==> config.mk <==
export PLATFORM = sky130hd
export DESIGN_NAME = exec_sequencer
export DESIGN_NICKNAME = d
export VERILOG_FILES = /design/src/rtl/exec_seq_pkg.sv /design/src/rtl/exec_seq_decode.sv /design/src/rtl/exec_sequencer.sv
export SDC_FILE = /design/constraint.sdc
export NUM_CORES = 1
export LEC_CHECK = 0
export CAP_MARGIN = 20
export CORE_ASPECT_RATIO = 0.5
export CORE_MARGIN = 1
export CORE_UTILIZATION = 40
export DETAILED_ROUTE_END_ITERATION = 7
export GPL_TIMING_DRIVEN = 0
export PLACE_DENSITY = 0.69
export SYNTH_ARGS = -nofsm -noshare
export SYNTH_HDL_FRONTEND = slang
export SYNTH_SLANG_ARGS = --single-unit
==> constraint.sdc <==
create_clock -name clk -period 4.7 [get_ports clk]
set_clock_uncertainty 0.15 [all_clocks]
set_input_delay 0.705 -clock clk [delete_from_list [all_inputs] [get_ports clk]]
set_output_delay 0.705 -clock clk [all_outputs]
set_load 0.01 [all_outputs]
==> src/rtl/exec_seq_pkg.sv <==
// Shared opcode/state enumerations and instruction-field positions for exec_sequencer.
package exec_seq_pkg;

    localparam logic [2:0] FLAG_ADDR_DEFAULT = 3'b111;

    localparam int OP_MSB   = 15;
    localparam int OP_LSB   = 12;
    localparam int DST_MSB  = 9;
    localparam int DST_LSB  = 8;
    localparam int SRCA_MSB = 5;
    localparam int SRCA_LSB = 4;
    localparam int SRCB_MSB = 1;
    localparam int SRCB_LSB = 0;
    localparam int IMM_MSB  = 7;
    localparam int IMM_LSB  = 0;

    localparam int FLAG_CY_BIT = 7;
    localparam int FLAG_Z_BIT  = 6;

    typedef enum logic [3:0] {
        OP_ADD  = 4'h0, OP_SUB = 4'h1, OP_AND = 4'h2, OP_OR  = 4'h3,
        OP_XOR  = 4'h4, OP_INV = 4'h5, OP_SHL = 4'h6, OP_MOV = 4'h7,
        OP_LOAD = 4'h8, OP_JZ  = 4'h9, OP_INC = 4'hA, OP_DEC = 4'hB,
        OP_HLT  = 4'hC, OP_JC  = 4'hD, OP_JNZ = 4'hE, OP_JMP = 4'hF
    } opcode_e;

    typedef enum logic [2:0] {
        S_FETCH, S_DECODE, S_RDA, S_RDB, S_EXEC, S_WB, S_WFLAG, S_HALT
    } state_e;

    // Instruction class as seen by the sequencing FSM.
    typedef enum logic [2:0] {
        K_ALU, K_MOV, K_LOAD, K_JMP, K_BRANCH, K_HLT
    } kind_e;

endpackage

==> src/rtl/exec_seq_decode.sv <==
// Combinational opcode-to-control decode for exec_sequencer: instruction class,
// operand read addresses and ALU opcode.
module exec_seq_decode
    import exec_seq_pkg::*;
#(
    parameter logic [2:0] FLAG_ADDR = FLAG_ADDR_DEFAULT
) (
    input  logic [15:0] ir,
    output kind_e       kind,
    output logic [2:0]  alu_op,
    output logic [2:0]  rda_addr,
    output logic [2:0]  rdb_addr,
    output logic        need_rdb,
    output logic        imm_b,
    output logic        br_flag,
    output logic        br_cy,
    output logic [1:0]  dst,
    output logic [7:0]  imm
);

    opcode_e    op;
    logic [1:0] src_a;
    logic [1:0] src_b;
    logic       unused_bits;

    assign op          = opcode_e'(ir[OP_MSB:OP_LSB]);
    assign dst         = ir[DST_MSB:DST_LSB];
    assign src_a       = ir[SRCA_MSB:SRCA_LSB];
    assign src_b       = ir[SRCB_MSB:SRCB_LSB];
    assign imm         = ir[IMM_MSB:IMM_LSB];
    assign unused_bits = ^{ir[11:10], ir[3:2]};

    always_comb begin
        kind     = K_ALU;
        alu_op   = ir[14:12];
        rda_addr = {1'b0, src_a};
        rdb_addr = {1'b0, src_b};
        need_rdb = 1'b1;
        imm_b    = 1'b0;
        br_flag  = 1'b0;
        br_cy    = 1'b0;
        case (op)
            OP_ADD, OP_SUB, OP_AND, OP_OR, OP_XOR: ;
            OP_INV: need_rdb = 1'b0;
            OP_SHL: begin
                rda_addr = {1'b0, dst};
                rdb_addr = {1'b0, src_a};
            end
            OP_INC, OP_DEC: begin
                rda_addr = {1'b0, dst};
                need_rdb = 1'b0;
                imm_b    = 1'b1;
                alu_op   = (op == OP_INC) ? 3'b000 : 3'b001;
            end
            OP_MOV: begin
                kind     = K_MOV;
                need_rdb = 1'b0;
            end
            OP_LOAD: kind = K_LOAD;
            OP_JZ, OP_JC: begin
                kind     = K_BRANCH;
                br_flag  = 1'b1;
                br_cy    = (op == OP_JC);
                rda_addr = FLAG_ADDR;
            end
            OP_JNZ: begin
                kind     = K_BRANCH;
                rda_addr = {1'b0, dst};
            end
            OP_JMP:  kind = K_JMP;
            OP_HLT:  kind = K_HLT;
            default: ;
        endcase
    end

endmodule

==> src/rtl/exec_sequencer.sv <==
// Multi-cycle instruction sequencer driving external inst_reg, register file and ALU.
// Define SEQ_FLAG_WB_EN to keep the flag byte in the register file (adds the WFLAG state).
//
// state    | meaning
// FETCH    | ir_en high, instruction latched into IR
// DECODE   | classify; JMP/HLT resolve here (and JZ/JC when flags are internal)
// RDA      | read first operand / branch condition register
// RDB      | read second operand
// EXEC     | ALU evaluates, flags captured
// WB       | write result to dst
// WFLAG    | write {cy, zero, 6'b0} to FLAG_ADDR
// HALT     | halted, frozen until reset
module exec_sequencer
    import exec_seq_pkg::*;
#(
    parameter logic [7:0] RESET_PC  = 8'h00,
    parameter logic [2:0] FLAG_ADDR = FLAG_ADDR_DEFAULT
) (
    input  logic        clk,
    input  logic        rst_n,
    output logic [7:0]  pc,
    output logic        ir_en,
    input  logic [15:0] ir_data,
    output logic [2:0]  reg_addr,
    output logic        reg_rd,
    output logic        reg_wr,
    output logic [7:0]  reg_din,
    input  logic [7:0]  reg_dout,
    output logic [2:0]  alu_op,
    output logic [7:0]  alu_a,
    output logic [7:0]  alu_b,
    input  logic [7:0]  alu_out,
    input  logic        cy,
    input  logic        zero,
    output logic        halted
);

    state_e      state, state_nxt;
    logic [7:0]  pc_nxt, pc_inc;
    logic [15:0] ir;
    logic [1:0]  flags;
    kind_e       kind;
    logic [2:0]  dec_alu_op, rda_addr, rdb_addr;
    logic        need_rdb, imm_b, br_flag, br_cy, rd_taken;
    logic [1:0]  dst;
    logic [7:0]  imm;

    exec_seq_decode #(.FLAG_ADDR(FLAG_ADDR)) u_decode (
        .ir       (ir),
        .kind     (kind),
        .alu_op   (dec_alu_op),
        .rda_addr (rda_addr),
        .rdb_addr (rdb_addr),
        .need_rdb (need_rdb),
        .imm_b    (imm_b),
        .br_flag  (br_flag),
        .br_cy    (br_cy),
        .dst      (dst),
        .imm      (imm)
    );

    assign pc_inc   = pc + 8'd1;
    assign rd_taken = br_flag ? (br_cy ? reg_dout[FLAG_CY_BIT] : reg_dout[FLAG_Z_BIT])
                              : (reg_dout != 8'h00);
`ifndef SEQ_FLAG_WB_EN
    logic flag_taken;
    assign flag_taken = br_cy ? flags[1] : flags[0];
`endif

    always_ff @(posedge clk or negedge rst_n) begin
        if (!rst_n) state <= S_FETCH;
        else        state <= state_nxt;
    end

    always_comb begin
        state_nxt = state;
        pc_nxt    = pc;
        case (state)
            S_FETCH: state_nxt = S_DECODE;
            S_DECODE: begin
                case (kind)
                    K_HLT:  state_nxt = S_HALT;
                    K_LOAD: state_nxt = S_WB;
                    K_JMP: begin
                        state_nxt = S_FETCH;
                        pc_nxt    = imm;
                    end
`ifndef SEQ_FLAG_WB_EN
                    K_BRANCH: begin
                        if (br_flag) begin
                            state_nxt = S_FETCH;
                            pc_nxt    = flag_taken ? imm : pc_inc;
                        end else begin
                            state_nxt = S_RDA;
                        end
                    end
`endif
                    default: state_nxt = S_RDA;
                endcase
            end
            S_RDA: begin
                case (kind)
                    K_BRANCH: begin
                        state_nxt = S_FETCH;
                        pc_nxt    = rd_taken ? imm : pc_inc;
                    end
                    K_MOV:   state_nxt = S_WB;
                    default: state_nxt = need_rdb ? S_RDB : S_EXEC;
                endcase
            end
            S_RDB:  state_nxt = S_EXEC;
            S_EXEC: state_nxt = S_WB;
            S_WB: begin
`ifdef SEQ_FLAG_WB_EN
                if (kind == K_ALU) begin
                    state_nxt = S_WFLAG;
                end else begin
                    state_nxt = S_FETCH;
                    pc_nxt    = pc_inc;
                end
`else
                state_nxt = S_FETCH;
                pc_nxt    = pc_inc;
`endif
            end
            S_WFLAG: begin
                state_nxt = S_FETCH;
                pc_nxt    = pc_inc;
            end
            S_HALT:  state_nxt = S_HALT;
            default: state_nxt = S_FETCH;
        endcase
    end

    // alu_op is only reloaded by the next ALU instruction, so it stays put through WB/WFLAG.
    always_ff @(posedge clk or negedge rst_n) begin
        if (!rst_n) begin
            pc     <= RESET_PC;
            ir     <= '0;
            alu_a  <= '0;
            alu_b  <= '0;
            alu_op <= '0;
            flags  <= '0;
        end else begin
            pc <= pc_nxt;
            case (state)
                S_FETCH: ir <= ir_data;
                S_DECODE: begin
                    if (kind == K_ALU) begin
                        alu_op <= dec_alu_op;
                        if (imm_b) alu_b <= 8'h01;
                    end
                end
                S_RDA:  alu_a <= reg_dout;
                S_RDB:  alu_b <= reg_dout;
                S_EXEC: flags <= {cy, zero};
                default: ;
            endcase
        end
    end

    always_comb begin
        ir_en    = 1'b0;
        reg_rd   = 1'b0;
        reg_wr   = 1'b0;
        reg_addr = '0;
        reg_din  = '0;
        halted   = 1'b0;
        case (state)
            // Reset parks the FSM in FETCH; keep the fetch strobe quiet until release.
            S_FETCH: ir_en = rst_n;
            S_RDA: begin
                reg_rd   = 1'b1;
                reg_addr = rda_addr;
            end
            S_RDB: begin
                reg_rd   = 1'b1;
                reg_addr = rdb_addr;
            end
            S_WB: begin
                reg_wr   = 1'b1;
                reg_addr = {1'b0, dst};
                case (kind)
                    K_LOAD:  reg_din = imm;
                    K_MOV:   reg_din = alu_a;
                    default: reg_din = alu_out;
                endcase
            end
            S_WFLAG: begin
                reg_wr   = 1'b1;
                reg_addr = FLAG_ADDR;
                reg_din  = {flags, 6'b0};
            end
            S_HALT:  halted = 1'b1;
            default: ;
        endcase
    end

endmodule

======== After elaboration in Yosys (flattened, before gate mapping) ========
Cells that the tools add are included.
cells by class
  $add $sub $neg .......................... 1
  equality and inequality tests ........... 28
  multiplexer cells ....................... 32
  reduce and logical (&&, ||, !) cells .... 15
operators with widths
  cell                   number
  $pmux W8 S2            4
  $mux W8                6
  $eq A4 B4 Y1 const B   8
  $pmux W3 S4            2
  $pmux W8 S3            1
  $pmux W3 S7            1
  $eq A3 B3 Y1 const B   6
  $pmux W3 S5            1
  $eq A3 B2 Y1 const B   4
  $eq A4 B3 Y1 const B   3
  $pmux W3 S2            2
  $mux W1                11
  $add A8 B1 Y8 const B  1
  $reduce_bool A8 Y1     1
  $reduce_or A2 Y1       4
  $reduce_or A4 Y1       2
  $eq A3 B1 Y1 const B   2
  $logic_not A3 Y1       2
  $mux W3                2
  $mux W2                2
  $ne A2 B2 Y1 const B   2
  $reduce_and A4 Y1      1
  $ne A3 B1 Y1 const B   1
  $ne A3 B3 Y1 const B   1
  6 further kinds        6
storage, ports and cells
  flip-flop bits (word level) ............. 48
  input port bits ......................... 36
  output and inout bits ................... 42
  logic and storage cells ................. 83

======== Longest topological paths before layout ========
Gate-level depths: netlist of run 1.
  depth in word-level cells ............... 8
  depth in mapped cells ................... 10
  gate-level depth less buffers ........... 7

======== Hierarchy ========
Synthesis of run 1 repeated with hierarchy kept, for this count alone.
second synthesis, totals
  cells, all modules ...................... 297
  area total of the unflattened synthesis .. 2,982.9 µm²
by module, submodules not included
  module           instances  cells each  area an instance (µm²)  sequential area each (µm²)
  exec_sequencer   1          250         2,660.1                 1,201.2
  exec_seq_decode  1          47          322.8                   0.0

======== Worst setup path before layout of run 1 ========
No wires, ideal clock.
  kind .................................... register to output
  from .................................... register ir[12]
  to ...................................... output port reg_addr[1]
  arrival ................................. 1,573 ps
  data required time ...................... 3,845 ps
  setup slack ............................. 2,272 ps
  stages on the path, launching flop included .. 7
  path buffers ............................ 1
  cells stage by stage .................... dfrtp_1 -> buf_2 -> nand2_1 -> o21ai_0 -> or2_2 -> a21o_1 -> o22ai_1
between the ends
  longest elaborated chain between the ends .. 4
  elaborated cells on any way between the ends .. 11
  classes of those cells .................. eq/ne (6); mux (3); reduce/logical (2)
ends and longest elaborated chain
  element                                                                line                   RTL
  start, declared                                                        exec_sequencer.sv:40   logic [15:0] ir;
  start signal, assigned                                                 exec_sequencer.sv:147  S_FETCH: ir <= ir_data;
  $eq A4 B4 Y1 / $eq A4 B3 Y1 (equally long branches)                    exec_seq_decode.sv:42  case (op)
  $reduce_or A4 Y1 (no line) / $reduce_or A2 Y1 (equally long branches)  --
  $pmux W3 S2                                                            exec_seq_decode.sv:42
  $pmux W3 S4 *                                                          exec_sequencer.sv:169  case (state)
  end, declared                                                          exec_sequencer.sv:24   output logic [2:0] reg_addr,
Mark *: on every way between the ends. The rest lies on a longest branch, timed or not.

======== Worst setup path in the final report of run 1 ========
  from .................................... register ir[12]
  to ...................................... output port reg_din[7]
between the ends
  longest elaborated chain between the ends .. 6
  elaborated cells on any way between the ends .. 13
  classes of those cells .................. eq/ne (9); mux (3); reduce/logical (1)
ends and longest elaborated chain
  element                                              line                   RTL
  $eq A4 B4 Y1                                         exec_seq_decode.sv:42
  $reduce_or A3 Y1 (no line)                           --
  $pmux W3 S5 *                                        exec_seq_decode.sv:42
  $eq A3 B1 Y1 / $eq A3 B2 Y1 (equally long branches)  exec_sequencer.sv:183  case (kind)
  $pmux W8 S2 *                                        exec_sequencer.sv:183
  $pmux W8 S2 *                                        exec_sequencer.sv:169
  end, declared                                        exec_sequencer.sv:27   output logic [7:0] reg_din,
Marks and branches as above.

==> results of run 1 <==
kinds of logic (layout without fill, tap and decap cells):
family | Yosys count | count (layout) | share of synthesized area [%]
AOI/OAI and AO/OA | 79 | 79 | 19.9
adders and majority gates | 5 | 5 | 2.32
buffers and inverters | 29 | 113 | 5.15
DFF | 46 | 46 | 42.7
muxes | 33 | 33 | 13.3
and+or+nand+nor | 86 | 86 | 16.6
through the flow:
stage / power (mW) / util (%) / area (sq um)
3_5_place_dp: 2.32 / 56.9 / 3570
6_report: 2.69 / 59.2 / 3720
4_1_cts: 2.69 / 59.2 / 3720
3_3_place_gp: 2.27 / 56.6 / 3560
2_1_floorplan: 1.73 / - / 2700
5_1_grt: 2.88 / 59.2 / 3720
sequential cells by signal, summed over array words and instances (netlist names):
name / cells
flags: 2
alu_b: 8
pc: 8
ir: 14
alu_op: 3
alu_a: 8
state: 3
routing by layer:
metal / up-vias / track usage, % / routed length (microns)
met3: 8 / 3.91 / 397
met1: 1177 / 31.4 / 3560
met4: 0 / 5.86 / 93
li1: 1171 / - / -
met2: 61 / 36.8 / 3600
met5: - / 0 / 0
power groups by stage:
stage | clock [mW] | combinational [mW] | sequential, mW
after floorplan | 0 | 0.964 | 0.770
after global placement | 0 | 1.50 | 0.769
after detailed placement | 0 | 1.54 | 0.779
after CTS | 0.363 | 1.56 | 0.773
after global routing | 0.380 | 1.70 | 0.799
final | 0.356 | 1.56 | 0.775
layout by cell type (no fill, tap or decap), types with 6 or more instances in the layout:
cell	netlist	layout
o21ai_0	20	20
clkbuf_1	5	6
dfrtp_1	46	46
inv_1	13	13
nor2_1	13	13
a22oi_1	14	14
mux2i_1	10	10
a21oi_1	15	15
clkdlybuf4s50_1	0	74
nand2_1	41	41
mux2_2	23	23
buf_2	6	7
worst reg2reg max path: cells and delay by family, from the launching register on:
family	cells	cell delay (ns)
adder cells (fa/ha/maj)	1	0.18
AO/OA/AOI/OAI	3	0.53
AND/OR/NAND/NOR	2	0.25
flip-flops	1	0.39
buffers and inverters	4	0.83
path summary, 6_finish.rpt:
check,startpoint,endpoint,slack (ns),cells past startpoint
min reg2reg,alu_b[2]$_DFFE_PN0P_,alu_b[2]$_DFFE_PN0P_,0.33,2
min in group clk,alu_b[2]$_DFFE_PN0P_,alu_b[2]$_DFFE_PN0P_,0.33,2
max in group asynchronous,rst_n,alu_a[7]$_DFFE_PN0P_,3.71,2
max reg2reg,state[1]$_DFF_PN0_,pc[5]$_DFFE_PN0P_,2.28,10
min,rst_n,pc[1]$_DFFE_PN0P_,0.19,1
max,ir[12]$_DFFE_PN0N_,reg_din[7],1.22,7
cell type report:
| cell class | instances | area share (%) |
|---|---|---|
| clock buffers | 7 | 3.84 |
| clock inverters | 1 | 0.135 |
| flip-flops and latches | 46 | 31.0 |
| repair buffers | 76 | 20.6 |
| inverters | 13 | 1.31 |
| plain buffers | 16 | 2.42 |
| multi-input cells | 203 | 37.8 |
| well taps | 88 | 2.96 |
==> metrics.md, run 1 <==
| Metric | Value |
|---|---|
| Critical Path AT | `2.62 ns` |
| Ant diodes | `0` |
| Run status | `finished clean` |
| Worst-skew pair later-pin latency | `0.28 ns` |
| Worst slew pin tran | `0.595 ns` |
| Worst setup SP type | `flip-flop` |
| Final Net Count | `402` |
| Critical-path top delay cell | `nor4b_4` |
| Synth warn | `0` |
| Final Cycle Share | `between 70% and 80%` |
| Hold buffers post-CTS | `0` |
| Via count | `2417` |
| Initial Util | `42.9%` |
| Buffers and inverters on the worst path | `2` |
| Crit-path max FO | `10` |
| CTS Buffer Depth | `2` |
| Sw frac | `between 40% and 50%` |
| Final min period | `3.48 ns` |
| Top FF cell, synth | `dfrtp_1` |
| GP Congestion | `between 0.8 and 0.9` |
| RSZ-0062 raised after global routing | `no` |
| Synth area leader | `dfrtp_1` |
| Max stage delay on crit path | `between 0.5 and 0.6 ns` |
| Storage element area | `1150 sq um` |
| Antenna viol nets, final | `0` |
| Critical Path RT | `about 3.9 ns` |
| Syn Inst Count | `~280` |
| Clock share of power | `13.3%` |
| Setup_tns | `0 ns` |
| Setup WS post-layout | `1.22 ns` |
| Distinct cells, synth | `48` |
| Layout area overhead | `38.0%` |
| Synth top area share | `42.7%` |
| I/O Pins | `78` |
| Row Count | `20` |
| CP top delay family | `simple AND/OR/NAND/NOR gates` |
| Cells after DPL | `442` |
| Vias in the first global route | `2386` |
| Die Wd | `between 100 and 150 microns` |
| Cell Area, Synth | `2700 sq um` |
| Die height | `60.0 microns` |
| Final Hold Viols | `0` |
| Syn avg cell area | `~9.7 sq um` |
| # setup viols final | `0` |
| Hold WC Path Type | `in2async` |
| Synth top area cells | `dfrtp_1, mux2_2, nand2_1, a22oi_1, mux2i_1` |
| Remaining Overflow, GRT | `0` |
| Slew HR | `60.2%` |
| Drt drc | `0` |
| Core Area | `6280 sq um` |
| TritonCTS Sinks | `46` |
| DIE AREA | `slightly above 7000 sq um` |
| Pwr/cell area | `723 nW/um^2` |
| Post-CTS resize count | `0` |
| Area of the multi-input gates | `between 1000 and 1500 sq um` |
| Tot GR Track Use | `22.5%` |
| Number of DRC markers in iteration 0 | `147` |
| Post-synth EDFFs | `0` |
| Count leader, synth | `dfrtp_1` |
| Pre-antenna DRT Iters | `5` |
| Achievable frequency | `0.287 GHz` |
| Class of the most critical setup path | `reg2out` |
| Post-synth top cells | `dfrtp_1, nand2_1, mux2_2` |
| Layout cells sized above 1 | `14.4%` |
| CTS Buf Count | `5` |
| Initial antenna violation count | `0` |
| Sequential fraction of the synthesis area | `42.7%` |
| Largest net degree at the start of global routing | `33` |
| Postcts setup bufs | `0` |
| HPWL Detailed | `between 5000 and 6000 microns` |
| Sw power | `1.12 mW` |
| Root Buffer | `clkbuf_16` |
| Worst vdd ir | `0.323 mV` |
| H-Tree Depth | `2` |
| Reg power frac | `28.9%` |
| Combinational share of power | `between 50% and 60%` |
| CTS tree | `yes` |
| Dpl ws | `~1.6 ns` |
| Leak pwr | `1.61 nW` |
| Slew Limit Fails | `0` |
| CP endpoint kind | `primary output` |
| Vias per cell | `roughly 5.4` |
| # fillers | `553` |
| Hold Slack | `0.187 ns` |
| Syn nets | `319` |
| Async S/R FF share, synth | `100%` |
| Internal | `about 1.6 mW` |
| Crit-path cells | `buf_2 -> nor4b_4 -> nor2_2 -> a21o_1 -> a22oi_1 -> nor2_1 -> clkdlybuf4s50_1` |
| Global-route wire length before repair | `12200 microns` |
| I/O Buffers | `75` |
| Max-cap violations | `0` |
| Post-Route WL | `7660 microns` |
| WL per Instance | `17.0 microns` |
| Reg clk slew, reported paths | `0.06 ns` |
| Post-synthesis register bit count | `46` |
| Non-Filler Instances | `between 400 and 500` |
(Power assumes the default switching activity.)
==> run 2: changes to the inputs <==
--- a/config.mk
+++ b/config.mk
@@ -11,7 +11,7 @@
 export CORE_UTILIZATION = 40
 export DETAILED_ROUTE_END_ITERATION = 7
 export GPL_TIMING_DRIVEN = 0
-export PLACE_DENSITY = 0.69
+export PLACE_DENSITY = 0.72
 export SYNTH_ARGS = -nofsm -noshare
 export SYNTH_HDL_FRONTEND = slang
 export SYNTH_SLANG_ARGS = --single-unit
==> constraint.sdc (replaced) <==
create_clock -name clk -period 2.9 [get_ports clk]
set_clock_uncertainty 0.15 [all_clocks]
set_input_delay 0.435 -clock clk [delete_from_list [all_inputs] [get_ports clk]]
set_output_delay 0.435 -clock clk [all_outputs]
set_load 0.01 [all_outputs]
==> run 2 against run 1 <==
Power up 62%. Cell area is 1.1% higher. Largest power group unchanged. Largest cell class unchanged. Die area unchanged. Critical endpoint is now reg_addr[1]. Combinational power increased by 61%.
==> metrics.md, run 2 (synthesized netlist as in run 1, its figures left out) <==
| Metric | Value |
|---|---|
| Die height | `about 60 microns` |
| Commonest non-fill, non-tap cells in the layout | `clkdlybuf4s50_1, dfrtp_1, nand2_1` |
| TritonCTS Sinks | `46` |
| DIE AREA | `7090 sq um` |
| Crit-path max FO | `10` |
| I/O Buffers | `75` |
| Remaining Overflow, GRT | `0` |
| Critical Path AT | `2.24 ns` |
| Layout cells sized above 1 | `16.0%` |
| H-Tree Depth | `2` |
| Root Buffer | `clkbuf_16` |
| Die Wd | `118 microns` |
| Via count | `2492` |
| CTS Buf Count | `5` |
| Worst setup SP type | `flip-flop` |
| Max stage delay on crit path | `0.44 ns` |
| Worst slew pin tran | `between 0.4 and 0.5 ns` |
| Reg clk slew, reported paths | `0.06 ns` |
| Critical-path top delay cell | `dfrtp_2` |
| Setup_tns | `0 ns` |
| Crit-path cells | `clkbuf_4 -> nand2_1 -> o21ai_1 -> or2_2 -> a21o_1 -> o22ai_1 -> dlygate4sd2_1` |
| Tot GR Track Use | `between 20% and 30%` |
| Storage element area | `1150 sq um` |
| Final min period | `2.82 ns` |
| Core Area | `6280 sq um` |
| Slew Limit Fails | `0` |
| CP endpoint kind | `primary output` |
| GP Congestion | `0.889` |
| Ant diodes | `0` |
| Hold WC Path Type | `reg2reg` |
| Leak pwr | `1.69 nW` |
| Achievable frequency | `~0.35 GHz` |
| Vias in the first global route | `around 2300` |
| Dpl ws | `0.0617 ns` |
| Largest net degree at the start of global routing | `33` |
| Worst-skew pair later-pin latency | `between 0.2 and 0.3 ns` |
| Row Count | `20` |
| # setup viols final | `0` |
| WL per Instance | `about 17 microns` |
| Global-route wire length before repair | `11800 microns` |
| Vias per cell | `5.53` |
| Pwr/cell area | `1160 nW/um^2` |
| Final Net Count | `403` |
| Commonest non-fill, non-tap cell in the layout | `clkdlybuf4s50_1` |
| CTS Buffer Depth | `2` |
| Setup WS post-layout | `0.0771 ns` |
| CTS tree | `yes` |
| Class of the most critical setup path | `reg2out` |
| Hold Slack | `0.331 ns` |
| Max reg flops | `14` |
| RSZ-0062 raised after global routing | `no` |
| Initial Util | `42.9%` |
| I/O Pins | `78` |
| # fillers | `~540` |
| Area of the multi-input gates | `1410 sq um` |
| Slew HR | `a little over two thirds` |
| Run status | `finished clean` |
| Reg with most FFs | `ir` |
| Number of DRC markers in iteration 0 | `190` |
| Final Hold Viols | `0` |
| Initial antenna violation count | `0` |
| Worst vdd ir | `0.438 mV` |
| Drt drc | `0` |
| Pre-antenna DRT Iters | `4` |
| Critical Path RT | `2.32 ns` |
| Layout area overhead | `39.6%` |
| HPWL Detailed | `approximately 5700 microns` |
| Final Cycle Share | `between 90% and 100%` |
| Antenna viol nets, final | `0` |
| Post-Route WL | `approximately 7500 microns` |
| Post-layout util | `about 60%` |
| Max-cap violations | `0` |
[run 2: cell count changes in the layout (fill, tap and decap cells not counted), sizes merged]
cell,previous run,this run
clkinvlp,0,1
clkbuf,12,10
buf,13,14
dlygate4sd3,0,1
clkdlybuf4s50,74,69
dlymetal6s2s,0,3
dlygate4sd2,0,2
[run 2: what timing repair did]
action | in CTS | in global routing
hold endpoints to repair | 15 | 0
setup endpoints to repair | 12 | 5
gates resized for setup | 5 | 6
buffers inserted | 3 | 0
pin swaps | 1 | 0
hold buffers | 1 | 0
[run 2: cell type report]
type,count,area share [%]
buffer,13,2.16
multi-input combinational,203,37.5
tap,88,2.93
clock inverter,2,0.333
inverter,13,1.30
timing repair buffer,80,21.4
sequential,46,30.6
clock buffer,6,3.69
[run 2: through the flow]
| step | instances | cell area [sq um] | power (mW) |
|---|---|---|---|
| floorplan | 278 | 2700 | 2.81 |
| global placement | 441 | 3560 | 3.67 |
| detailed placement | 442 | 3570 | 3.76 |
| CTS | 451 | 3750 | 4.35 |
| global route | 451 | 3760 | 4.67 |
| finish | 451 | 3760 | 4.36 |
[run 2: power breakdown]
group	switching, mW	internal [mW]
logic	1.26	1.25
registers	0.311	0.955
clock network	0.240	0.341
total	1.81	2.55
[run 2: metal layers]
layer / track usage [%] / wire length [microns] / vias up
met4: 6.41 / 77 / 0
met5: 0 / 0 / -
met2: 36.8 / 3640 / 70
met3: 4.10 / 345 / 9
li1: - / - / 1171
met1: 29.4 / 3480 / 1242
[run 2: worst max-delay path, delay by kind of cell, from the launching register on]
kind	cells	cell delay, ns
buf+inv	2	0.51
compound gates	3	0.54
simple gates	2	0.46
flops	1	0.44
[run 2: worst paths after layout]
path	from	end	slack, ns	cells after the start
setup / recovery	ir[12]$_DFFE_PN0N_	reg_addr[1]	0.08	7
hold / removal	alu_b[6]$_DFFE_PN0P_	alu_b[6]$_DFFE_PN0P_	0.33	2
setup reg to reg	state[1]$_DFF_PN0_	pc[7]$_DFFE_PN0P_	0.55	10
hold reg to reg	alu_b[6]$_DFFE_PN0P_	alu_b[6]$_DFFE_PN0P_	0.33	2
max in group asynchronous	rst_n	ir[12]$_DFFE_PN0N_	1.73	3
min in group asynchronous	rst_n	ir[1]$_DFFE_PN0N_	0.42	2
==> run 3: changes to the inputs <==
--- a/config.mk
+++ b/config.mk
@@ -11,6 +11,7 @@
 export CORE_UTILIZATION = 40
 export DETAILED_ROUTE_END_ITERATION = 7
 export GPL_TIMING_DRIVEN = 0
+export HOLD_SLACK_MARGIN = 0.08
 export PLACE_DENSITY = 0.72
 export SYNTH_ARGS = -nofsm -noshare
 export SYNTH_HDL_FRONTEND = slang
==> results of run 3 <==
Final layout, timing and power as in run 2 (identical DEF).
